## src/rtl/dec_arb_pkg.sv

```systemverilog
// dec_arb_pkg: shared state encoding, widths and round-robin pick for dec_arb_ctrl.
package dec_arb_pkg;

    typedef enum logic {
        IDLE  = 1'b0,
        GRANT = 1'b1
    } state_t;

    localparam int N_REQ = 8;
    localparam int IDX_W = 3;
    localparam int CNT_W = 8;

    // Scans downward so that the lowest offset from ptr+1 wins; offset N_REQ wraps to ptr itself.
    function automatic logic [IDX_W-1:0] rr_pick(input logic [N_REQ-1:0] req, input logic [IDX_W-1:0] ptr);
        logic [IDX_W-1:0] idx;
        rr_pick = ptr;
        for (int i = N_REQ; i >= 1; i--) begin
            idx = ptr + IDX_W'(i);
            if (req[idx]) rr_pick = idx;
        end
    endfunction

endpackage

```

## src/rtl/decoder_3x8.sv

```systemverilog
// decoder_3x8: binary-to-one-hot decoder, all zeros when disabled.
module decoder_3x8 (
    input  logic       en,
    input  logic [2:0] in,
    output logic [7:0] out
);

    assign out = en ? 8'b1 << in : 8'b0;

endmodule

```

## src/rtl/dec_arb_ctrl.sv

```systemverilog
// dec_arb_ctrl: 8-way round-robin arbiter with one IDLE cycle between grants.
// Grant tenure timeout (HOLD_MAX cycles, tmo pulse) is built only with DEC_ARB_TIMEOUT_EN.
module dec_arb_ctrl
    import dec_arb_pkg::*;
#(
    parameter int HOLD_MAX = 16
) (
    input  logic             clk,
    input  logic             rst_n,
    input  logic [N_REQ-1:0] req,
    input  logic             rel,
    output logic [IDX_W-1:0] gnt_idx,
    output logic             gnt_vld,
    output logic [N_REQ-1:0] gnt_oh,
    output logic             tmo
);

    state_t           state_q, state_d;
    logic [IDX_W-1:0] ptr_q, ptr_d;
    logic [IDX_W-1:0] gnt_idx_q, gnt_idx_d;
    logic             done;
    logic             expire;

    assign done = rel | ~req[gnt_idx_q];

`ifdef DEC_ARB_TIMEOUT_EN
    logic [CNT_W-1:0] cnt_q, cnt_d;
    logic             tmo_q, tmo_d;

    assign expire = cnt_q == CNT_W'(HOLD_MAX - 1);

    always_comb begin
        cnt_d = (state_q == GRANT) ? cnt_q + 1'b1 : '0;
        tmo_d = (state_q == GRANT) & expire & ~done;
    end

    always_ff @(posedge clk or negedge rst_n) begin
        if (!rst_n) begin
            cnt_q <= '0;
            tmo_q <= 1'b0;
        end else begin
            cnt_q <= cnt_d;
            tmo_q <= tmo_d;
        end
    end

    assign tmo = tmo_q;
`else
    assign expire = 1'b0;
    assign tmo    = 1'b0;
`endif

    always_comb begin
        state_d   = state_q;
        ptr_d     = ptr_q;
        gnt_idx_d = gnt_idx_q;
        if (state_q == IDLE) begin
            if (|req) begin
                state_d   = GRANT;
                gnt_idx_d = rr_pick(req, ptr_q);
            end
        end else if (done | expire) begin
            state_d = IDLE;
            ptr_d   = gnt_idx_q;
        end
    end

    // ptr resets to 7 so requester 0 is first in line after reset.
    always_ff @(posedge clk or negedge rst_n) begin
        if (!rst_n) begin
            state_q   <= IDLE;
            ptr_q     <= IDX_W'(N_REQ - 1);
            gnt_idx_q <= '0;
        end else begin
            state_q   <= state_d;
            ptr_q     <= ptr_d;
            gnt_idx_q <= gnt_idx_d;
        end
    end

    assign gnt_vld = state_q == GRANT;
    assign gnt_idx = gnt_idx_q;

    decoder_3x8 u_dec (
        .en (gnt_vld),
        .in (gnt_idx_q),
        .out(gnt_oh)
    );

endmodule

```

## config.mk

```make
export PLATFORM = sky130hd
export DESIGN_NAME = dec_arb_ctrl
export DESIGN_NICKNAME = d
export VERILOG_FILES = /design/src/rtl/dec_arb_pkg.sv /design/src/rtl/decoder_3x8.sv /design/src/rtl/dec_arb_ctrl.sv
export SDC_FILE = /design/constraint.sdc
export NUM_CORES = 1
export LEC_CHECK = 0
export ABC_CLOCK_PERIOD_IN_PS = 3400
export CAP_MARGIN = 20
export CORE_UTILIZATION = 54
export CTS_BUF_LIST = sky130_fd_sc_hd__clkbuf_8
export DETAILED_ROUTE_END_ITERATION = 10
export PLACE_DENSITY_LB_ADDON = 0.1
export SLEW_MARGIN = 20
export SYNTH_ARGS = -nofsm -noshare
export SYNTH_HDL_FRONTEND = slang
export SYNTH_HIERARCHICAL = 1
export SYNTH_SLANG_ARGS = --single-unit
```

## constraint.sdc

```tcl
create_clock -name clk -period 3.4 [get_ports clk]
set_clock_uncertainty 0.05 [all_clocks]
set_input_delay 0.68 -clock clk [delete_from_list [all_inputs] [get_ports clk]]
set_output_delay 0.68 -clock clk [all_outputs]
set_load 0.01 [all_outputs]
```

==> impl_metrics.env, run 1 <==
export IMPL_status="finished clean"
export IMPL_drtPass1Iterations=6
export IMPL_initial_standard_cell_utilization_of_the_core_pct=57.9
export IMPL_yosysWarningCount=6
export IMPL_grt_total_usage_pct=26.5
export IMPL_cp_max_fo=8
export IMPL_floorplan_die_area_um2=2590
export IMPL_io_pins=24
export IMPL_xor_xnor_share_of_the_synthesized_area_pct=2.71
export IMPL_largest_area_contributor_in_the_synthesized_netlist="sky130_fd_sc_hd__mux4_2"
export IMPL_timing_critical_path_required_ns=3.46
export IMPL_async_reset_ff_share_pct=100
export IMPL_ys_ff_latch=7
export IMPL_routed_via_count=1189
export IMPL_netlist_top_cells_count="12 x sky130_fd_sc_hd__nand2_1, 11 x sky130_fd_sc_hd__mux2_2, 11 x sky130_fd_sc_hd__mux4_2, 7 x sky130_fd_sc_hd__a21oi_1, 7 x sky130_fd_sc_hd__mux2i_1"
export IMPL_syn_cell_area_um2=1290
export IMPL_chipWidth_um=50.9
export IMPL_aggregate_global_routing_overflow=0
export IMPL_detail_route_antenna_nets=0
export IMPL_place_worst_setup_slack_ns=0.399
export IMPL_clk_latency_ns=0.23
export IMPL_finalHoldViolCount=0
export IMPL_crit_path_top_delay_cell="sky130_fd_sc_hd__mux4_1"
export IMPL_post_cts_repair_setup_buffers=0
export IMPL_clk_transition_reported_paths_ns=0.04
export IMPL_viasPerCell=6.91
export IMPL_cts_hold_buffers=0
export IMPL_final_min_clock_period_ns=2.79
export IMPL_hpwlAfterDp_mm=2.32
export IMPL_fin_cells=172
export IMPL_clk_path_buf_depth=2
export IMPL_numClockSinks=7
export IMPL_timing_slew_headroom_pct=59.8
export IMPL_worst_path_largest_cell_delay_ns=0.70
export IMPL_fp_row_count=17
export IMPL_grt_antenna_before_repair=0
export IMPL_synth_compound_area_share_pct=15.5
export IMPL_post_cts_resize_count=0
export IMPL_num_antenna_cells=0
export IMPL_cp_arrival_ns=2.85
export IMPL_synth_cells=125
export IMPL_gp_congestion=0.974
export IMPL_drive_gt1_share_pct=26.4
export IMPL_tns_ns=0
export IMPL_timing_final_ws_setup_ns=0.611
export IMPL_final_max_slew_viol_count=0
export IMPL_route_detailed_drc=0
export IMPL_achievable_frequency_mhz=359
export IMPL_total_power_density_per_cell_area_nw_per_um2=1170
export IMPL_power_leakage_nw=0.584
export IMPL_synthesis_nets=138
export IMPL_synth_mux_area_share_pct=42.3
export IMPL_die_y_um=50.9
export IMPL_clock_root_buffer="sky130_fd_sc_hd__clkbuf_8"
export IMPL_ir_worst_vdd_v=0.000733
export IMPL_synth_adder_area_share_pct=1.94
export IMPL_post_synth_cell_area_avg_um2=10.3
export IMPL_finalHoldWorstSlack_ns=0.641
export IMPL_totalWireLength_mm=3.20
export IMPL_synth_cell_type_count=50
export IMPL_max_slew_worst_pin_slew_ns=0.600
export IMPL_first_global_vias=1057
export IMPL_cts_buffers=3
export IMPL_timing_worst_setup_path_type="in2reg"
export IMPL_final_area_um2=1550
export IMPL_htree_num_levels=1
export IMPL_nets=158
export IMPL_setup_violations_final=0
export IMPL_synth_simple_gate_area_share_pct=17.3
export IMPL_placed_area_um2=1500
export IMPL_synth_ff_type="sky130_fd_sc_hd__dfrtp_1"
export IMPL_tritoncts="built"
export IMPL_synth_top_family_by_area="multiplexers"
export IMPL_core_um2=2230
export IMPL_finalCoreUtilization_pct=69.3
export IMPL_timing_critical_path_from_type="input port"
export IMPL_worst_hold_path_type="reg2reg"
export IMPL_grt_setup_unrepaired="no"
export IMPL_synth_yosys_seq_area_share_pct=13.8
export IMPL_io_buffers=22
export IMPL_timing_final_crit_share_pct=82.0
export IMPL_placedCellCount=168
export IMPL_sequence_of_cells_on_the_critical_path="clkdlybuf4s50_1 -> mux4_1 -> mux2_2 -> a211oi_1 -> o41ai_2 -> xnor2_1 -> o21ai_1"
export IMPL_global_route_wire_length_before_repair_mm=5.14
export IMPL_drv_max_cap_violation_count=0
export IMPL_yosys_area_top_type_share_pct=19.2
export IMPL_synth_most_common_cell="sky130_fd_sc_hd__nand2_1"
export IMPL_grt_max_degree=20
export IMPL_top_post_synthesis_cells_by_area="sky130_fd_sc_hd__mux4_2 19%, sky130_fd_sc_hd__mux2_2 9.6%, sky130_fd_sc_hd__dfrtp_1 7.7%"
export IMPL_drt_first_iter_violations=50
export IMPL_route_detailed_wl_per_inst_um=18.6
export IMPL_design_power_total_mw=1.81
export IMPL_edff_count_synth=0
export IMPL_end_kind="register"
export IMPL_flow_area_growth_from_synthesis_pct=19.7
layout by cell type, fill, tap and decap left out, types with 2 or more instances in the layout:
cell                              count
sky130_fd_sc_hd__clkbuf_8             3
sky130_fd_sc_hd__ha_1                 2
sky130_fd_sc_hd__mux4_1               3
sky130_fd_sc_hd__mux2_2              11
sky130_fd_sc_hd__nor2_1               4
sky130_fd_sc_hd__and4b_2              2
sky130_fd_sc_hd__nand3_1              2
sky130_fd_sc_hd__dfstp_2              3
sky130_fd_sc_hd__inv_1                6
sky130_fd_sc_hd__a21oi_1              7
sky130_fd_sc_hd__nand2_1             12
sky130_fd_sc_hd__nor4_1               2
sky130_fd_sc_hd__mux2i_1              7
sky130_fd_sc_hd__and2_1               2
sky130_fd_sc_hd__mux4_2              11
sky130_fd_sc_hd__xnor2_1              3
sky130_fd_sc_hd__a22oi_1              3
sky130_fd_sc_hd__buf_4                2
sky130_fd_sc_hd__o31ai_1              2
sky130_fd_sc_hd__and4bb_1             2
sky130_fd_sc_hd__o21a_1               2
sky130_fd_sc_hd__a221oi_1             2
sky130_fd_sc_hd__dfrtp_1              4
sky130_fd_sc_hd__clkdlybuf4s50_1     22
sky130_fd_sc_hd__o21ai_1              2
cells by family (layout without fill, tap and decap cells):
group / after synthesis / after routing
AND/OR/NAND/NOR: 35 / 35
XOR/XNOR: 4 / 4
adder cells (fa/ha/maj): 2 / 2
other: 1 / 1
flip-flops: 7 / 7
multiplexers: 34 / 34
AO/OA/AOI/OAI: 28 / 28
buffers and inverters: 14 / 33
sequential cells by signal, indices dropped and copies added, names as in the netlist:
register / count
ptr_q: 3
gnt_vld: 1
gnt_idx: 3
metal layers:
layer  vias to the layer above  share of wire [%]  wire length, um  track usage, %
met5                         -                  0                0               0
met4                         0               0.50               16            6.94
met3                         2                4.9              157            2.08
met2                        55                 51             1630            43.4
met1                       587                 43             1390            37.5
li1                        545                  -                -               -
final timing paths:
kind                                      startpoint                      to  slack, ns  cells after the start
worst max-delay path                          req[6]  gnt_idx[0]$_DFFE_PN0P_       0.61                      7
worst max register to register  ptr_q[1]$_DFFE_PN1P_  gnt_idx[0]$_DFFE_PN0P_       0.68                      8
max in group asynchronous                      rst_n    ptr_q[0]$_DFFE_PN1P_       2.36                      1
worst min-delay path               gnt_vld$_DFF_PN0_       gnt_vld$_DFF_PN0_       0.64                      1
min in group asynchronous                      rst_n       gnt_vld$_DFF_PN0_       0.65                      1
worst min register to register     gnt_vld$_DFF_PN0_       gnt_vld$_DFF_PN0_       0.64                      1
where the power goes:
part / switching (mW) / total, mW / internal, mW / leakage, nW
combinational: 0.698 / 1.43 / 0.730 / 0.478
clock: 0.0385 / 0.117 / 0.0783 / 0.0269
sequential: 0.118 / 0.260 / 0.143 / 0.0787
total: 0.854 / 1.81 / 0.951 / 0.584
worst max-delay path: cells and delay by family:
family / cells / cell delay [ns]
multiplexers: 2 / 1.03
AO/OA/AOI/OAI: 3 / 0.43
XOR/XNOR: 1 / 0.16
buffers and inverters: 1 / 0.55
final cells by class:
cell class              instances  area (um2)
clock inverters                 1        3.75
flip-flops and latches          7         179
clock buffers                   3        41.3
fillers                       193         686
multi-input cells             104        1030
well taps                      28        35.0
inverters                       5        18.8
repair buffers                 24         235
(Power assumes the default switching activity.)
==> run 2, diff against run 1 <==
--- a/config.mk
+++ b/config.mk
@@ -5,7 +5,7 @@
 export SDC_FILE = /design/constraint.sdc
 export NUM_CORES = 1
 export LEC_CHECK = 0
-export ABC_CLOCK_PERIOD_IN_PS = 3400
+export ABC_CLOCK_PERIOD_IN_PS = 2710
 export CAP_MARGIN = 20
 export CORE_UTILIZATION = 54
 export CTS_BUF_LIST = sky130_fd_sc_hd__clkbuf_8
==> constraint.sdc (replaced) <==
create_clock -name clk -period 2.71 [get_ports clk]
set_clock_uncertainty 0.05 [all_clocks]
set_input_delay 0.542 -clock clk [delete_from_list [all_inputs] [get_ports clk]]
set_output_delay 0.542 -clock clk [all_outputs]
set_load 0.01 [all_outputs]
==> run 2 against run 1 <==
Sequential cell count did not move. Sequential share of layout area shrank 0.72 points. Final cell count is 7.0% higher. Worst setup slack lost 0.42 ns. Via count grew 2.8%. Cell area rose by 6.6%. Hold slack worse by 0.12 ns. Non-clock buffer count grew 12. Power increased by 31%. First-iteration DRC count fell by 22%. Global-route usage increased by 1.8 points. Clock power grew 21%. Highest routed layer unchanged.
==> impl_metrics.env, run 2 (same netlist as run 1, synthesis figures left out) <==
export IMPL_aggregate_global_routing_overflow=0
export IMPL_route_detailed_drc=0
export IMPL_cp_arrival_ns=2.57
export IMPL_comb_power_share_pct=79.8
export IMPL_net_sw_share_pct=46.2
export IMPL_finalHoldViolCount=0
export IMPL_drtPass1Iterations=4
export IMPL_detail_route_antenna_nets=0
export IMPL_crit_path_top_delay_cell="sky130_fd_sc_hd__mux4_2"
export IMPL_max_slew_worst_pin_slew_ns=0.563
export IMPL_regToRegSetupSlack_ns=0.21
export IMPL_power_leakage_nw=0.644
export IMPL_core_um2=2230
export IMPL_placed_area_um2=1610
export IMPL_crit_path_start="req[0]"
export IMPL_grt_max_degree=20
export IMPL_timing_critical_path_required_ns=2.76
export IMPL_achievable_frequency_mhz=397
export IMPL_nets=170
export IMPL_sequence_of_cells_on_the_critical_path="clkdlybuf4s50_1 -> mux4_2 -> mux2_2 -> a211oi_2 -> o41ai_2 -> xnor2_1 -> o21ai_1"
export IMPL_clk_path_buf_depth=2
export IMPL_finalHoldWorstSlack_ns=0.521
export IMPL_post_cts_repair_setup_buffers=0
export IMPL_post_cts_resize_count=0
export IMPL_drv_max_cap_violation_count=0
export IMPL_num_antenna_cells=0
export IMPL_timing_final_ws_setup_ns=0.191
export IMPL_total_power_density_per_cell_area_nw_per_um2=1440
export IMPL_layout_commonest_cell="sky130_fd_sc_hd__clkdlybuf4s50_1"
export IMPL_gp_congestion=1.01
export IMPL_p_int_mw=1.27
export IMPL_net_switching_power_mw=1.09
export IMPL_first_global_vias=1194
export IMPL_r2r_depth=6
export IMPL_final_min_clock_period_ns=2.52
export IMPL_htree_num_levels=1
export IMPL_tritoncts="built"
export IMPL_grt_antenna_before_repair=0
export IMPL_grt_setup_unrepaired="no"
export IMPL_status="finished clean"
export IMPL_route_detailed_wl_per_inst_um=18.3
export IMPL_global_route_wire_length_before_repair_mm=5.51
export IMPL_cp_max_fo=10
export IMPL_worst_path_largest_cell_delay_ns=0.60
export IMPL_power_clock_fraction_pct=6.0
export IMPL_io_pins=24
export IMPL_r2r_end="gnt_idx[1]$_DFFE_PN0P_"
export IMPL_layout_cells_most_common_list="22 x sky130_fd_sc_hd__clkdlybuf4s50_1, 14 x sky130_fd_sc_hd__buf_4, 12 x sky130_fd_sc_hd__nand2_1"
export IMPL_ir_worst_vdd_v=0.000971
export IMPL_drive_gt1_share_pct=33.3
export IMPL_placedCellCount=180
export IMPL_floorplan_die_area_um2=2590
export IMPL_cts_hold_buffers=0
export IMPL_die_y_um=50.9
export IMPL_final_area_um2=1650
export IMPL_timing_final_crit_share_pct=92.9
export IMPL_r2r_start="ptr_q[0]$_DFFE_PN1P_"
export IMPL_io_buffers=22
export IMPL_initial_standard_cell_utilization_of_the_core_pct=57.9
export IMPL_timing_slew_headroom_pct=62.1
export IMPL_end_kind="register"
export IMPL_fin_cells=184
export IMPL_place_worst_setup_slack_ns=-0.000488
export IMPL_num_fill_cells=162
export IMPL_routed_via_count=1222
export IMPL_totalWireLength_mm=3.37
export IMPL_clk_transition_reported_paths_ns=0.04
export IMPL_setup_violations_final=0
export IMPL_flow_area_growth_from_synthesis_pct=27.7
export IMPL_viasPerCell=6.64
export IMPL_sequentialPowerShare_pct=14.2
export IMPL_clk_latency_ns=0.23
export IMPL_drt_first_iter_violations=39
export IMPL_timing_critical_path_from_type="input port"
export IMPL_fp_row_count=17
export IMPL_cts_buffers=3
export IMPL_timing_worst_setup_path_type="in2reg"
export IMPL_worst_hold_path_type="in2async"
export IMPL_clock_root_buffer="sky130_fd_sc_hd__clkbuf_8"
export IMPL_finalCoreUtilization_pct=73.9
export IMPL_grt_total_usage_pct=28.3
export IMPL_hpwlAfterDp_mm=2.52
export IMPL_numClockSinks=7
export IMPL_final_max_slew_viol_count=0
export IMPL_chipWidth_um=50.9
run 2: cell types whose count changed in the layout (fill, tap and decap cells not counted), sizes merged:
cell / delta
buf: +12
run 2: stage by stage:
stage / total power [mW] / setup TNS (ns)
finish: 2.37 / 0
detailed placement: 2.20 / -0.000488
global placement: 2.15 / 0
floorplan: 1.74 / 0
global route: 2.54 / 0
CTS: 2.35 / 0
run 2: layout make-up:
type	count	area, um2	share of cell area, %
Multi-Input combinational cell	104	1050	63.5
Timing Repair Buffer	36	325	19.7
Sequential cell	7	179	10.8
Clock buffer	3	41.3	2.50
Tap cell	28	35.0	2.12
Inverter	5	18.8	1.14
Clock inverter	1	3.75	0.227
run 2: worst max path at each step:
stage | endpoint | slack [ns]
after floorplan | gnt_idx[0]$_DFFE_PN0P_ | 0.02
after global placement | gnt_idx[0]$_DFFE_PN0P_ | 0.05
after detailed placement | gnt_idx[0]$_DFFE_PN0P_ | -0.0005
after CTS | gnt_idx[1]$_DFFE_PN0P_ | 0.22
after global routing | gnt_idx[2]$_DFFE_PN0P_ | 0.001
final | gnt_idx[0]$_DFFE_PN0P_ | 0.19
run 2: power by group through the flow:
stage / clock (mW) / sequential (mW) / combinational [mW]
floorplan: 0 / 0.269 / 1.47
global placement: 0 / 0.324 / 1.82
detailed placement: 0 / 0.332 / 1.87
CTS: 0.143 / 0.335 / 1.88
global route: 0.148 / 0.353 / 2.04
finish: 0.142 / 0.336 / 1.89
run 2: worst max-delay path, delay by kind of cell:
kind,cells,cell delay (ns)
buffers and inverters,1,0.56
multiplexers,2,0.91
AO/OA/AOI/OAI,3,0.40
XOR/XNOR,1,0.15
run 2: metal layers:
layer	GRT usage, %	vias to the layer above	part of all wire (%)
met5	0	-	0
met4	7.87	0	0.95
met3	3.87	4	2.6
met2	46.5	29	50
met1	38.7	619	46
li1	-	570	-
